<file path="src/rtl/evm_pkg.sv">
// Types and default widths shared by the ballot storage and the tally readout logic.
package evm_pkg;
   localparam int EVM_CAND_W = 4;
   localparam int EVM_CNT_W  = 4;

   typedef enum logic [2:0] {
      IDLE,
      READ,
      WAIT,
      SEND,
      FINISH
   } tally_state_e;
endpackage

</file>
<file path="src/rtl/tally_max_tracker.sv">
// Running maximum, winner, tie and total accumulators for one tally scan.
module tally_max_tracker #(
   parameter int CAND_W = 4,
   parameter int CNT_W  = 4,
   parameter int TOT_W  = 6
) (
   input  logic              clk,
   input  logic              rst_n,
   input  logic              clr,
   input  logic              en,
   input  logic              first,
   input  logic [CAND_W-1:0] idx,
   input  logic [CNT_W-1:0]  data,
   output logic [CNT_W-1:0]  max_cnt,
   output logic [CAND_W-1:0] win,
   output logic              tie,
   output logic [TOT_W-1:0]  total
);

   always_ff @(posedge clk or negedge rst_n) begin
      if (!rst_n) begin
         max_cnt <= '0;
         win     <= '0;
         tie     <= 1'b0;
         total   <= '0;
      end else if (clr) begin
         max_cnt <= '0;
         win     <= '0;
         tie     <= 1'b0;
         total   <= '0;
      end else if (en) begin
         total <= total + TOT_W'(data);
         // The first candidate seeds the maximum so an all-zero scan still yields winner 0.
         if (first || (data > max_cnt)) begin
            max_cnt <= data;
            win     <= idx;
            tie     <= 1'b0;
         end else if (data == max_cnt) begin
            tie <= 1'b1;
         end
      end
   end

endmodule

</file>
<file path="src/rtl/tally_readout_unit.sv">
// Scans every candidate's stored vote count, streams the pairs out and publishes the result.
module tally_readout_unit
   import evm_pkg::*;
#(
   parameter int NUM_CAND = 4,
   parameter int CAND_W   = EVM_CAND_W,
   parameter int CNT_W    = EVM_CNT_W,
   parameter int TOT_W    = CNT_W + $clog2(NUM_CAND)
) (
   input  logic              clk,
   input  logic              rst_n,
   input  logic              start,
   output logic              rd_en,
   output logic [CAND_W-1:0] rd_addr,
   input  logic [CNT_W-1:0]  rd_data,
   output logic              out_valid,
   input  logic              out_ready,
   output logic [CAND_W-1:0] out_cand,
   output logic [CNT_W-1:0]  out_count,
   output logic              busy,
   output logic              done,
   output logic [CAND_W-1:0] winner,
   output logic              tie,
   output logic              no_votes,
   output logic [TOT_W-1:0]  total
);

   localparam logic [CAND_W-1:0] LAST_IDX = CAND_W'(NUM_CAND - 1);

   tally_state_e      state_q, state_d;
   logic [CAND_W-1:0] idx;
   logic              accept;
   logic              last;
   logic [CNT_W-1:0]  trk_max;
   logic [CAND_W-1:0] trk_win;
   logic              trk_tie;
   logic [TOT_W-1:0]  trk_total;

   assign accept = (state_q == SEND) && out_ready;
   assign last   = (idx == LAST_IDX);

   always_comb begin
      state_d = state_q;
      case (state_q)
         IDLE:    if (start) state_d = READ;
         READ:    state_d = WAIT;
         WAIT:    state_d = SEND;
         SEND:    if (accept) state_d = last ? FINISH : READ;
         FINISH:  state_d = IDLE;
         default: state_d = IDLE;
      endcase
   end

   assign rd_en     = (state_q == READ);
   assign rd_addr   = (state_q == READ) ? idx : '0;
   assign out_valid = (state_q == SEND);
   assign busy      = (state_q == READ) || (state_q == WAIT) || (state_q == SEND);
   assign done      = (state_q == FINISH);

   always_ff @(posedge clk or negedge rst_n) begin
      if (!rst_n) begin
         state_q   <= IDLE;
         idx       <= '0;
         out_cand  <= '0;
         out_count <= '0;
         winner    <= '0;
         tie       <= 1'b0;
         no_votes  <= 1'b0;
         total     <= '0;
      end else begin
         state_q <= state_d;
         if ((state_q == IDLE) && start) begin
            idx <= '0;
         end else if (accept && !last) begin
            idx <= idx + 1'b1;
         end
         if (state_q == WAIT) begin
            out_cand  <= idx;
            out_count <= rd_data;
         end
         // Results latch on the final acceptance so they are already stable while done is high.
         if (accept && last) begin
            winner   <= trk_win;
            tie      <= trk_tie;
            no_votes <= (trk_max == '0);
            total    <= trk_total;
         end
      end
   end

   tally_max_tracker #(
      .CAND_W (CAND_W),
      .CNT_W  (CNT_W),
      .TOT_W  (TOT_W)
   ) u_max_tracker (
      .clk     (clk),
      .rst_n   (rst_n),
      .clr     ((state_q == IDLE) && start),
      .en      (state_q == WAIT),
      .first   (idx == '0),
      .idx     (idx),
      .data    (rd_data),
      .max_cnt (trk_max),
      .win     (trk_win),
      .tie     (trk_tie),
      .total   (trk_total)
   );

endmodule
</file>
<file path="config.mk">
export PLATFORM = sky130hd
export DESIGN_NAME = tally_readout_unit
export DESIGN_NICKNAME = d
export VERILOG_FILES = /design/src/rtl/evm_pkg.sv /design/src/rtl/tally_max_tracker.sv /design/src/rtl/tally_readout_unit.sv
export SDC_FILE = /design/constraint.sdc
export NUM_CORES = 1
export LEC_CHECK = 0
export CORE_AREA = 2 2 66 68
export CTS_CLUSTER_DIAMETER = 50
export DETAILED_ROUTE_END_ITERATION = 12
export DIE_AREA = 0 0 68 70
export GPL_TIMING_DRIVEN = 0
export PLACE_DENSITY = 0.8
export SYNTH_ARGS = -nofsm -noshare
export SYNTH_HDL_FRONTEND = slang
export SYNTH_SLANG_ARGS = --single-unit
</file>
<file path="constraint.sdc">
create_clock -name clk -period 2.1 [get_ports clk]
set_input_delay 0.21 -clock clk [delete_from_list [all_inputs] [get_ports clk]]
set_output_delay 0.21 -clock clk [all_outputs]
set_load 0.05 [all_outputs]
</file>
==> key figures <==
Run status
  • Status: completed

Detailed routing
  • Final ANT Viol Nets: 0
  • DRC violations left: 0
  • Via Count: 1,450
  • Routed vias/inst: 5.14
  • Routed WL: 4000 microns
  • Initial drt markers: 94
  • WL per Instance: 14.2 microns
  • Pre-Repair DR Iteration Count: 5

Global route
  • First-pass GRT wire length: 6670 microns
  • Gr ovfl total: 0
  • Antenna violations before repair: 0
  • Largest net degree at the start of global routing: 24
  • GRT Overall Usage: 18.6%
  • Vias in the first global route: 1,392

Setup path
  • Setup crit end kind: output pin
  • Worst r2r path cells: 7
  • Critical Path Fanout Max: 10
  • Critical Path, Cell by Cell: buf_2 -> nor2_1 -> clkdlybuf4s50_1
  • Worst Path Required: 1.89 ns
  • Crit path depth: 3
  • Critical Path Start Type: flop
  • Worst path arrival time: 1.80 ns
  • WS Path Type: reg -> out
  • Crit path max-delay cell type: clkdlybuf4s50_1
  • CP max stage delay: 0.80 ns
  • CP bufs+invs: 2
  • Crit path max-delay family: buffers and inverters

Timing
  • Worst-Margin Slew: 0.963 ns
  • Slew headroom: 35.7%
  • Min Tclk post-route: 2.01 ns
  • Final Hold Fails: 0
  • Clock Skew: 0.00296 ns
  • Unrepaired setup endpoints after global routing: no
  • Max Freq: 497 MHz
  • Slew Limit Fails: 0
  • Part of the cycle the worst path needs: 95.8%
  • Setup ws final: 0.0886 ns
  • Final setup fails: 0

Clocking
  • CTS Root Cell: clkbuf_8
  • CTS Buffer Depth: 2
  • Num CTS Buffers: 5
  • CTS sink count: 42
  • Worst-path clk slew: 0.08 ns
  • Worst-Skew Late Latency: 0.29 ns
  • H-tree Lvls: 2
  • TritonCTS clock tree: yes

Synth
  • Synth top cells by count: dfrtp_1 (42), nand2_1 (31), mux2_2 (12), nor2_1 (12), ha_1 (10)
  • Area contributors post-synth: dfrtp_1 (51%), mux2_2 (6.6%), ha_1 (6.1%), nand2_1 (5.7%), mux2i_1 (4.4%)
  • Sequential fraction of the synthesis area: 51.2%
  • Syn Nets: 201
  • Synthesized flop and latch total: 42
  • Unique masters post-synth: 36
  • YS warnings: 0
  • Gate Count Post-Synth: 182
  • Post-synth top area share: 51.2%
  • Mapped cell area: 2050 sq um
  • Number of flops mapped to enable cells by yosys: 0
  • Post-synth ARST share: 100%
  • Post-synth top flop: dfrtp_1
  • Most numerous cell in the Yosys netlist: dfrtp_1
  • Area leader, netlist: dfrtp_1
  • Synth Area per Inst: 11.3 sq um

Pwr
  • Switching Share: 44.9%
  • Max VDD drop: 0.000898 V
  • Reg power frac: 31.2%
  • Psw: 0.00201 W
  • Cell Int Power: 0.00246 W
  • Power share of the clock group: 13.7%
  • PwrDens: 1710 nW/um^2
  • Comb power frac: 55.2%
  • Leak: 1.23 nW

Placement
  • GPL Wtd Cong: 0.792
  • Number of buffers added on ports: 35
  • Post-place setup slack: -0.0908 ns
  • DP HPWL: 2800 microns
  • Placed Instance Area: 2500 sq um

Layout
  • FILL cells: 343
  • Share of layout cells above drive strength 1: 19.1%
  • Layout Nets: 248
  • Final Cell Area: 2620 sq um
  • Area Overhead vs Synth: 27.5%
  • Diode count: 0

Die
  • Die ar.: 4760 sq um
  • Die Wd: 68 microns
  • Initial Util: 49.5%
  • Die Y-Extent: 70 microns
  • Rows: 24
  • Core area: 4140 sq um
  • I/O Pins: 36

Min path
  • Hold Path Class: in -> async

Run
  • Max-Cap Viols: 0
## final timing paths
path                                        start                     end  slack (ns)
max in group asynchronous                   rst_n                  idx[2]        1.22
setup / recovery                       state_q[2]               out_valid        0.09
hold / removal                              rst_n                total[2]        0.41
setup reg to reg                           idx[1]    u_max_tracker.win[0]        0.17
min in group clk           u_max_tracker.total[5]  u_max_tracker.total[5]        0.48
hold reg to reg            u_max_tracker.total[5]  u_max_tracker.total[5]        0.48
## placed cells by master (no fill, tap or decap), types with 3 or more instances in the layout
master            n
mux2_2           12
clkdlybuf4s50_1  27
mux2_4            3
and2_1            6
inv_1             8
o211ai_1          3
clkbuf_8          5
mux2i_1           9
nor2_1           12
nand2_1          31
ha_1             10
clkbuf_2          4
a211oi_1          4
dfrtp_1          42
buf_4             4
o21ai_0           7
a21oi_1           4
## power groups by stage
stage	clock, W	combinational (W)	sequential (W)
after floorplan	0	0.00121	0.00194
after global placement	0	0.00240	0.00140
after detailed placement	0	0.00245	0.00141
after CTS	0.000629	0.00245	0.00140
after global routing	0.000656	0.00267	0.00144
final	0.000612	0.00247	0.00139
## state kept, by name, indices dropped and copies added (netlist names)
register / cells
no_votes: 1
out_count: 4
total: 6
u_max_tracker.win: 4
out_cand: 4
idx: 4
winner: 4
u_max_tracker.tie: 1
u_max_tracker.max_cnt: 4
u_max_tracker.total: 6
state_q: 3
tie: 1
## timing repair
item                                    4_1_cts  5_1_grt
buffers inserted                              0        3
hold buffers                                  1        0
endpoints found under the hold margin        19        0
pin swaps                                     0        1
endpoints found under the setup margin        6        9
gates resized for setup                       6        9
## logic make-up (layout without fill, tap and decap cells)
kind of cell / after synthesis / count (layout) / synth area share [%]
flops: 42 / 42 / 51.2
mux: 24 / 24 / 13.2
compound gates: 26 / 26 / 9.02
fa+ha+maj: 11 / 11 / 7.07
buf+inv: 14 / 62 / 3.53
xor+xnor: 2 / 2 / 0.853
simple gates: 63 / 63 / 15.2
## metal layers
metal	track usage, %	routed length [microns]
met1	26.5	1920
met2	27.9	1900
met3	4.51	138
met4	5.56	29
met5	0	0
## area by class of cell
cell class	count	area [sq um]	share of cell area, %
Clock inverter	3	40.0	1.53
Sequential cell	42	1050	40.2
Tap cell	52	65.1	2.49
Clock buffer	5	68.8	2.63
Multi-Input combinational cell	126	935	35.7
Inverter	8	30.0	1.15
Timing Repair Buffer	40	385	14.7
Buffer	6	42.5	1.63
## metrics by stage
| stage | setup TNS, ns | hold slack (ns) | util (%) | std cells | power, W |
|---|---|---|---|---|---|
| detailed placement | -0.267 | 0.194 | 60.2 | 270 | 0.00386 |
| floorplan | 0 | -0.0856 | - | 182 | 0.00315 |
| global placement | -9.71 | 0.460 | 59.7 | 269 | 0.00380 |
| finish | 0 | 0.407 | 63.2 | 282 | 0.00447 |
| CTS | 0 | 0.419 | 62.9 | 279 | 0.00447 |
| global route | 0 | 0.464 | 63.2 | 282 | 0.00477 |
Note: power is estimated with default switching activity, not from simulation.
